`config.mk`:
```
export PLATFORM = sky130hd
export DESIGN_NAME = i2c_target_mem_ctrl
export DESIGN_NICKNAME = d
export VERILOG_FILES = /design/src/rtl/i2c_target_mem_ctrl.sv
export SDC_FILE = /design/constraint.sdc
export NUM_CORES = 1
export LEC_CHECK = 0
export CORE_AREA = 5 5 77 79
export DETAILED_ROUTE_END_ITERATION = 7
export DIE_AREA = 0 0 82 84
export DONT_BUFFER_PORTS = 1
export PLACE_DENSITY_LB_ADDON = 0.05
export SETUP_SLACK_MARGIN = 0.05
export SYNTH_ARGS = -nofsm -noshare
export SYNTH_HDL_FRONTEND = slang
export SYNTH_SLANG_ARGS = --single-unit
```
`constraint.sdc`:
```
create_clock -name clk -period 2.2 [get_ports clk]
set_input_delay 0.44 -clock clk [delete_from_list [all_inputs] [get_ports clk]]
set_output_delay 0.44 -clock clk [all_outputs]
set_load 0.01 [all_outputs]
```
`src/rtl/i2c_target_mem_ctrl.sv`:
```
// I2C target bridging bus writes/reads to a single-port byte memory with an auto-incrementing pointer.
// Bus events are seen SYNC_STAGES+1 clk after the pads; memory strobes are one-clk registered pulses.
module i2c_target_mem_ctrl #(
  parameter logic [6:0] DEV_ADDR    = 7'h50,
  parameter int         MEM_AW      = 8,
  parameter int         SYNC_STAGES = 2
) (
  input  logic              clk,
  input  logic              reset_n,
  input  logic              scl_i,
  input  logic              sda_i,
  output logic              sda_oe,
  output logic [MEM_AW-1:0] mem_addr,
  output logic [7:0]        mem_wdata,
  output logic              mem_we,
  output logic              mem_re,
  input  logic [7:0]        mem_rdata,
  output logic              busy,
  output logic              done
);

  localparam logic [2:0] IDLE     = 3'd0;
  localparam logic [2:0] DEV_ADR  = 3'd1;
  localparam logic [2:0] DEV_ACK  = 3'd2;
  localparam logic [2:0] WR_BYTE  = 3'd3;
  localparam logic [2:0] WR_ACK   = 3'd4;
  localparam logic [2:0] RD_BYTE  = 3'd5;
  localparam logic [2:0] RD_ACK   = 3'd6;
  localparam logic [2:0] IGNORE   = 3'd7;

  logic [SYNC_STAGES-1:0] scl_sync_q, sda_sync_q;
  logic                   scl_prev_q, sda_prev_q;
  logic [2:0]             state_q, state_d;
  logic [2:0]             bit_cnt_q, bit_cnt_d;
  logic [7:0]             shift_q, shift_d;
  logic [MEM_AW-1:0]      ptr_q, ptr_d;
  logic [MEM_AW-1:0]      addr_q, addr_d;
  logic [7:0]             wdata_q, wdata_d;
  logic                   first_q, first_d;
  logic                   ack_q, ack_d;
  logic                   load_q;
  logic                   sda_oe_q, sda_oe_d;
  logic                   we_q, we_d, re_q, re_d;
  logic                   busy_q, busy_d, done_q, done_d;

  logic       scl_s, sda_s, scl_rise, scl_fall, start_c, stop_c;
  logic [7:0] rx_byte;

  assign scl_s    = scl_sync_q[SYNC_STAGES-1];
  assign sda_s    = sda_sync_q[SYNC_STAGES-1];
  assign scl_rise = scl_s & ~scl_prev_q;
  assign scl_fall = ~scl_s & scl_prev_q;
  assign start_c  = scl_s & scl_prev_q & sda_prev_q & ~sda_s;
  assign stop_c   = scl_s & scl_prev_q & ~sda_prev_q & sda_s;
  assign rx_byte  = {shift_q[6:0], sda_s};

  always_comb begin
    state_d   = state_q;
    bit_cnt_d = bit_cnt_q;
    shift_d   = shift_q;
    ptr_d     = ptr_q;
    addr_d    = addr_q;
    wdata_d   = wdata_q;
    first_d   = first_q;
    ack_d     = ack_q;
    sda_oe_d  = sda_oe_q;
    busy_d    = busy_q;
    we_d      = 1'b0;
    re_d      = 1'b0;
    done_d    = 1'b0;
    // Bus conditions pre-empt everything, so a byte cut short never reaches its commit point.
    if (start_c) begin
      state_d   = DEV_ADR;
      bit_cnt_d = 3'd0;
      sda_oe_d  = 1'b0;
    end else if (stop_c) begin
      state_d   = IDLE;
      bit_cnt_d = 3'd0;
      sda_oe_d  = 1'b0;
      done_d    = busy_q;
      busy_d    = 1'b0;
    end else begin
      case (state_q)
        IDLE: ;
        DEV_ADR: if (scl_rise) begin
          shift_d   = rx_byte;
          bit_cnt_d = bit_cnt_q + 3'd1;
          if (bit_cnt_q == 3'd7) begin
            if (rx_byte[7:1] == DEV_ADDR) begin
              state_d = DEV_ACK;
              busy_d  = 1'b1;
              ack_d   = 1'b0;
            end else begin
              state_d = IGNORE;
              busy_d  = 1'b0;
            end
          end
        end
        DEV_ACK: begin
          if (scl_fall && !ack_q) begin
            sda_oe_d = 1'b1;
            ack_d    = 1'b1;
          end else if (scl_rise && ack_q) begin
            bit_cnt_d = 3'd0;
            if (shift_q[0]) begin
              re_d    = 1'b1;
              addr_d  = ptr_q;
              state_d = RD_BYTE;
            end else begin
              first_d = 1'b1;
              state_d = WR_BYTE;
            end
          end
        end
        WR_BYTE: begin
          if (scl_fall) begin
            sda_oe_d = 1'b0;
          end else if (scl_rise) begin
            shift_d   = rx_byte;
            bit_cnt_d = bit_cnt_q + 3'd1;
            if (bit_cnt_q == 3'd7) begin
              state_d = WR_ACK;
              ack_d   = 1'b0;
              if (first_q) begin
                ptr_d   = rx_byte[MEM_AW-1:0];
                first_d = 1'b0;
              end else begin
                addr_d  = ptr_q;
                wdata_d = rx_byte;
                we_d    = 1'b1;
                ptr_d   = ptr_q + 1'b1;
              end
            end
          end
        end
        WR_ACK: begin
          if (scl_fall && !ack_q) begin
            sda_oe_d = 1'b1;
            ack_d    = 1'b1;
          end else if (scl_rise && ack_q) begin
            state_d   = WR_BYTE;
            bit_cnt_d = 3'd0;
          end
        end
        RD_BYTE: begin
          // Read data lands well inside the SCL high phase, before the first falling edge.
          if (load_q) begin
            shift_d = mem_rdata;
          end else if (scl_fall) begin
            sda_oe_d = ~shift_q[7];
            shift_d  = {shift_q[6:0], 1'b0};
          end else if (scl_rise) begin
            bit_cnt_d = bit_cnt_q + 3'd1;
            if (bit_cnt_q == 3'd7) state_d = RD_ACK;
          end
        end
        RD_ACK: begin
          if (scl_fall) begin
            sda_oe_d = 1'b0;
          end else if (scl_rise) begin
            if (!sda_s) begin
              ptr_d     = ptr_q + 1'b1;
              addr_d    = ptr_q + 1'b1;
              re_d      = 1'b1;
              bit_cnt_d = 3'd0;
              state_d   = RD_BYTE;
            end else begin
              state_d = IGNORE;
            end
          end
        end
        IGNORE:  sda_oe_d = 1'b0;
        default: state_d  = IDLE;
      endcase
    end
  end

  always_ff @(posedge clk or negedge reset_n) begin
    if (!reset_n) begin
      scl_sync_q <= '1;
      sda_sync_q <= '1;
      scl_prev_q <= 1'b1;
      sda_prev_q <= 1'b1;
      state_q    <= IDLE;
      bit_cnt_q  <= 3'd0;
      shift_q    <= 8'd0;
      ptr_q      <= '0;
      addr_q     <= '0;
      wdata_q    <= 8'd0;
      first_q    <= 1'b0;
      ack_q      <= 1'b0;
      load_q     <= 1'b0;
      sda_oe_q   <= 1'b0;
      we_q       <= 1'b0;
      re_q       <= 1'b0;
      busy_q     <= 1'b0;
      done_q     <= 1'b0;
    end else begin
      scl_sync_q <= {scl_sync_q[SYNC_STAGES-2:0], scl_i};
      sda_sync_q <= {sda_sync_q[SYNC_STAGES-2:0], sda_i};
      scl_prev_q <= scl_s;
      sda_prev_q <= sda_s;
      state_q    <= state_d;
      bit_cnt_q  <= bit_cnt_d;
      shift_q    <= shift_d;
      ptr_q      <= ptr_d;
      addr_q     <= addr_d;
      wdata_q    <= wdata_d;
      first_q    <= first_d;
      ack_q      <= ack_d;
      load_q     <= re_q;
      sda_oe_q   <= sda_oe_d;
      we_q       <= we_d;
      re_q       <= re_d;
      busy_q     <= busy_d;
      done_q     <= done_d;
    end
  end

  assign sda_oe    = sda_oe_q;
  assign mem_addr  = addr_q;
  assign mem_wdata = wdata_q;
  assign mem_we    = we_q;
  assign mem_re    = re_q;
  assign busy      = busy_q;
  assign done      = done_q;

endmodule

```
==> results of run 1 <==
-- cell usage in the layout (no fill, tap or decap), types with 2 or more instances in the layout --
master / instances
a21boi_0: 3
a21oi_1: 21
a2bb2oi_1: 6
a31oi_1: 3
and3_1: 5
and4_1: 2
buf_12: 2
buf_4: 15
clkbuf_8: 6
dfrtp_1: 46
dfstp_2: 6
ha_1: 3
inv_1: 3
mux2_2: 17
mux2i_1: 12
nand2_1: 20
nand2b_1: 6
nand3_1: 13
nand3b_1: 2
nand4_1: 5
nor2_1: 20
nor2b_1: 5
nor2b_2: 2
nor3_2: 2
o21ai_0: 18
o22ai_1: 2
xnor2_1: 3
xor2_1: 6
-- power by group through the flow --
stage               registers, mW  logic, mW  clock network, mW
CTS                          1.57       1.14              0.709
detailed placement           1.59       1.11                  0
floorplan                    1.45      0.885                  0
global route                 1.62       1.31              0.748
global placement             1.58       1.10                  0
finish                       1.57       1.17              0.684
-- registers in the layout, indices dropped and copies added, names as in the netlist --
name / cells
scl_sync_q: 2
sda_oe: 1
ack_q: 1
done: 1
mem_addr: 8
mem_we: 1
bit_cnt_q: 3
ptr_q: 8
sda_prev_q: 1
mem_wdata: 8
shift_q: 8
state_q: 3
mem_re: 1
scl_prev_q: 1
first_q: 1
load_q: 1
sda_sync_q: 2
busy: 1
-- routing by layer --
layer / GRT usage (%) / wire (µm) / share of wire, %
met1: 29.5 / 3040 / 50
met2: 26.2 / 2610 / 43
met3: 5.62 / 313 / 5.2
met4: 4.23 / 73 / 1.2
met5: 0 / 0 / 0
-- cell type report --
cell class	instances	share of cell area, %
clock buffers	6	2.64
clock inverters	2	1.24
inverters	4	0.480
multi-input cells	198	44.1
flip-flops and latches	52	41.8
well taps	72	2.88
repair buffers	20	6.87
-- worst paths after layout --
kind | from | end | slack [ns]
max reg2reg | bit_cnt_q[0] | ptr_q[3] | 0.13
min reg2reg | sda_sync_q[0] | sda_sync_q[1] | 0.36
min | sda_i | sda_sync_q[0] | 0.13
min in group asynchronous | reset_n | bit_cnt_q[1] | 0.63
max in group asynchronous | reset_n | sda_sync_q[0] | 1.28
max | bit_cnt_q[0] | ptr_q[3] | 0.13
-- synthesized netlist by cell type, types with 2 or more instances --
cell type / number
xnor2_1: 3
nand3b_1: 2
and4_1: 2
buf_2: 4
xor2_1: 6
a21oi_1: 21
a21boi_0: 4
inv_1: 3
nor2b_1: 7
nand4_1: 5
ha_1: 3
mux2_2: 17
buf_1: 2
and3_1: 5
nor2_1: 20
nand2b_1: 6
nand2_1: 20
dfstp_2: 6
a2bb2oi_1: 6
clkbuf_1: 4
a31oi_1: 3
dfrtp_1: 46
o21ai_0: 18
mux2i_1: 12
buf_6: 2
nor3_2: 2
nand3_1: 13
o22ai_1: 2
-- kinds of logic (layout without fill, tap and decap cells) --
group	Yosys count	count (layout)	synth area share [%]
compound gates	66	66	16.7
flops	52	52	47.2
buf+inv	17	32	3.16
simple gates	90	90	17.2
xor+xnor	9	9	2.84
mux	29	29	11.2
fa+ha+maj	4	4	1.72
-- stage by stage --
| stage | setup WS [ns] | power (mW) | std cells |
|---|---|---|---|
| floorplan | 0.251 | 2.34 | 267 |
| global placement | 0.201 | 2.69 | 341 |
| detailed placement | 0.0898 | 2.70 | 341 |
| CTS | 0.0561 | 3.42 | 351 |
| global route | 0.0387 | 3.68 | 354 |
| finish | 0.135 | 3.43 | 354 |
-- repair_timing --
| action | 4_1_cts | 5_1_grt |
|---|---|---|
| setup buffers | 0 | 2 |
| hold buffers | 2 | 0 |
| hold endpoints to repair | 52 | 0 |
| resized for setup | 0 | 3 |
| endpoints found under the setup margin | 0 | 11 |
==> qor.csv, run 1 <==
metric;value;unit
outcome;completed;
nets;296;
viasPerCell;5.73;
synthFlopType;dfrtp_1;
fin_area;3130;µm²
cts_tree;done;
ys_ff_latch;52;
initial_utilization;52.6;%
antenna_left;0;
sw_frac_of_total;37.3;%
fin_crit_sh;93.9;%
worstPathCellList;ha_1 -> ha_1 -> nor2b_2 -> nand2_1 -> a2111oi_4 -> buf_12 -> a21boi_0 -> a2bb2oi_1;
grt_pass1_vias;2022;
fin_skew;0.00786;ns
reg2regPathDepth;8;
crit_cells;8;
area_growth;13.0;%
yosys_warnings;0;
clock.fmax;484;MHz
worstPathRequired;2.42;ns
report.final.hold_viol_count;0;
syn_area_per_cell;10.4;µm²
layout_min_cycle_time;2.07;ns
drc;0;
cts_root_buffer;clkbuf_8;
report.final.slew_viol_count;0;
p_comb_share;34.1;%
rsz0062_at_grt;false;
num_antenna_cells;0;
dieWidth;82;µm
wl_per_cell;17.1;µm
dp_hpwl;4.27;mm
grtUsageTotal;19.1;%
vias;2030;
cp-start-kind;flip-flop;
netlist_instances;267;
cp.arrival;2.29;ns
max_slew_margin;63.9;%
grt-ovfl-total;0;
end_kind;flip-flop;
clock_latency;0.30;ns
leakagePower;1.40;nW
cpPeakStageDelay;0.41;ns
grt_start_max_net_pins;53;
cts_buffer_depth;2;
antenna_found_initial;0;
setup_tns;0;ns
clk_pin_slew;0.10;ns
synthArstFlopShare;100;%
netlist_area;2770;µm²
num_rows;27;
post_dp_cell_area;2930;µm²
crit_type;flip-flop to flip-flop;
cap_violations;0;
drive_gt1_share;22.3;%
port_buffers;0;
whs;0.128;ns
place_congestion;0.844;
die_y;84;µm
cts_max_level;2;
p_seq_share;45.9;%
n_fill_cell;474;
drt_wl_total;6.04;mm
crit_family;compound AO/OA/AOI/OAI gates;
yosysSeqAreaShare;47.2;%
cts.sink_count;52;
p_clk_share;19.9;%
p_int;2.15;mW
utilization;59.4;%
crit_path_max_fanout;8;
synth.distinct_cells;51;
finalSetupViolCount;0;
multi_input_area;1380;µm²
yosys.area.top_type;dfrtp_1;
power_density;1100;nW/µm²
switching_power;1.28;mW
synth.area.top_cells;dfrtp_1 (42%), mux2_2 (6.9%), dfstp_2 (5.7%), mux2i_1 (4.3%), a21oi_1 (3.8%);
core_area;5270;µm²
die_area;6890;µm²
synth_edf_count;0;
cpMaxStageDelayCell;a2111oi_4;
numCtsBuffers;5;
drt_iter0_markers;124;
synth_top_area_share;41.5;%
regArea;1310;µm²
boundaryPins;33;
whs_path_depth;0;
crit_path_frequent_cell;ha_1;
syn_nets;282;
tightest_slew;0.542;ns
cp_num_buf_inv;1;
grt_pass1_wl;10.2;mm
ir_drop;0.541;mV
dr.pass1.iters;4;
hp-class;input port to flip-flop;
Power figures use the tool's default switching activity.
==> inputs of run 2 (changes only) <==
- clock period: 2.2 -> 2.4 ns (I/O delays scaled with it)
==> run 2 against run 1 <==
Worst hold slack lost 0.12 ns. Power shrank 13%. Clock power shrank 24%. Cell count shrank 1.4%. Sequential share of layout area grew 1.5 points. Setup slack gained 0.13 ns. Critical path depth shrank 3. Clock skew is essentially flat. Flip-flop and latch count is the same. Wire length shrank 3.5%.
==> qor.csv, run 2 (synthesis results as in run 1) <==
metric;value;unit
switching_power;1.15;mW
p_seq_share;49.3;%
finalSetupViolCount;0;
wl_per_cell;16.7;µm
layout_common_cells;dfrtp_1 (46), a21oi_1 (21), nor2_1 (20), nand2_1 (20), o21ai_0 (18);
cp-start-kind;flip-flop;
grtUsageTotal;18.4;%
clock.fmax;469;MHz
grt_pass1_wl;9.90;mm
boundaryPins;33;
grt_start_max_net_pins;47;
antenna_found_initial;0;
leakagePower;1.35;nW
num_antenna_cells;0;
power;2.97;mW
layout_min_cycle_time;2.13;ns
numCtsBuffers;5;
antenna_left;0;
sw_frac_of_total;38.7;%
power_density;983;nW/µm²
clk_pin_slew;0.10;ns
layout_commonest_cell;dfrtp_1;
drc;0;
end_kind;flip-flop;
initial_utilization;52.6;%
p_int;1.82;mW
crit_family;flip-flops;
cts.sink_count;52;
area_growth;9.07;%
post-cts-setup-buffers;0;
cap_violations;0;
worstPathCellList;nand2_1 -> o32ai_2 -> nor3_2 -> o2111ai_4 -> mux2_2;
cts_root_buffer;clkbuf_8;
dp_hpwl;4.03;mm
cpMaxStageDelayCell;dfrtp_1;
setup_tns;0;ns
cts_tree;done;
n_fill_cell;497;
p_clk_share;17.6;%
cp_num_buf_inv;0;
outcome;completed;
ir_drop;0.479;mV
die_area;6890;µm²
tightest_slew;0.550;ns
crit_path_max_fanout;16;
vias;2027;
port_buffers;0;
cp.arrival;2.32;ns
num_rows;27;
drt_iter0_markers;131;
fin_crit_sh;88.8;%
drt_wl_total;5.83;mm
clock_latency;0.30;ns
r2r_slack;0.27;ns
cpPeakStageDelay;0.65;ns
report.final.hold_viol_count;0;
hp-class;input port to async pin;
report.final.slew_viol_count;0;
p_comb_share;33.1;%
dr.pass1.iters;4;
grt_pass1_vias;2007;
crit_type;flip-flop to flip-flop;
fin_skew;0.00825;ns
nets;291;
grt-ovfl-total;0;
place_congestion;0.808;
dieWidth;82;µm
cts_buffer_depth;2;
viasPerCell;5.81;
max_slew_margin;63.2;%
core_area;5270;µm²
cts_max_level;2;
die_y;84;µm
rsz0062_at_grt;false;
drive_gt1_share;20.6;%
worstPathRequired;2.59;ns
[run 2: worst paths after layout]
kind,startpoint,end,cells past startpoint
worst max-delay path,state_q[0],mem_addr[0],5
worst min-delay path,reset_n,ptr_q[0],1
worst max register to register,state_q[0],mem_addr[0],5
worst min register to register,scl_sync_q[0],scl_sync_q[1],0
max in group asynchronous,reset_n,scl_sync_q[0],1
min in group clk,sda_i,sda_sync_q[0],0
[run 2: power groups by stage]
stage | combinational (mW) | clock (mW) | sequential [mW]
after floorplan | 0.811 | 0 | 1.33
after global placement | 0.939 | 0 | 1.47
after detailed placement | 0.959 | 0 | 1.48
after CTS | 0.984 | 0.544 | 1.46
after global routing | 1.11 | 0.580 | 1.51
final | 0.984 | 0.522 | 1.47
[run 2: area by class of cell]
type                            count  area, µm²  share of cell area (%)
Multi-Input combinational cell    198       1380                    45.6
Sequential cell                    52       1310                    43.3
Timing Repair Buffer               15        135                    4.47
Tap cell                           72       90.1                    2.98
Clock buffer                        6       82.6                    2.73
Inverter                            4       15.0                   0.497
Clock inverter                      2       13.8                   0.455
[run 2: per-stage QoR]
step	cell area (µm²)	utilization, %	cells	hold WS (ns)	worst slack [ns]
CTS	3010	57.1	348	0.00525	0.249
detailed placement	2890	54.8	339	0.186	0.272
global route	3020	57.4	349	0.0158	0.0703
floorplan	2770	-	267	0.184	0.451
finish	3020	57.4	349	0.0120	0.268
global placement	2890	54.8	339	0.186	0.278
[run 2: routing by layer]
| metal | vias up | wire length (µm) | GRT usage, % |
|---|---|---|---|
| li1 | 987 | - | - |
| met1 | 974 | 2830 | 27.8 |
| met2 | 58 | 2610 | 26.7 |
| met3 | 8 | 335 | 4.43 |
| met4 | 0 | 58 | 3.63 |
| met5 | - | 0 | 0 |
[run 2: repair_timing]
action | in CTS | in global routing
hold buffers | 1 | 1
endpoints found under the hold margin | 46 | 6
resized for setup | 0 | 1
endpoints found under the setup margin | 0 | 1
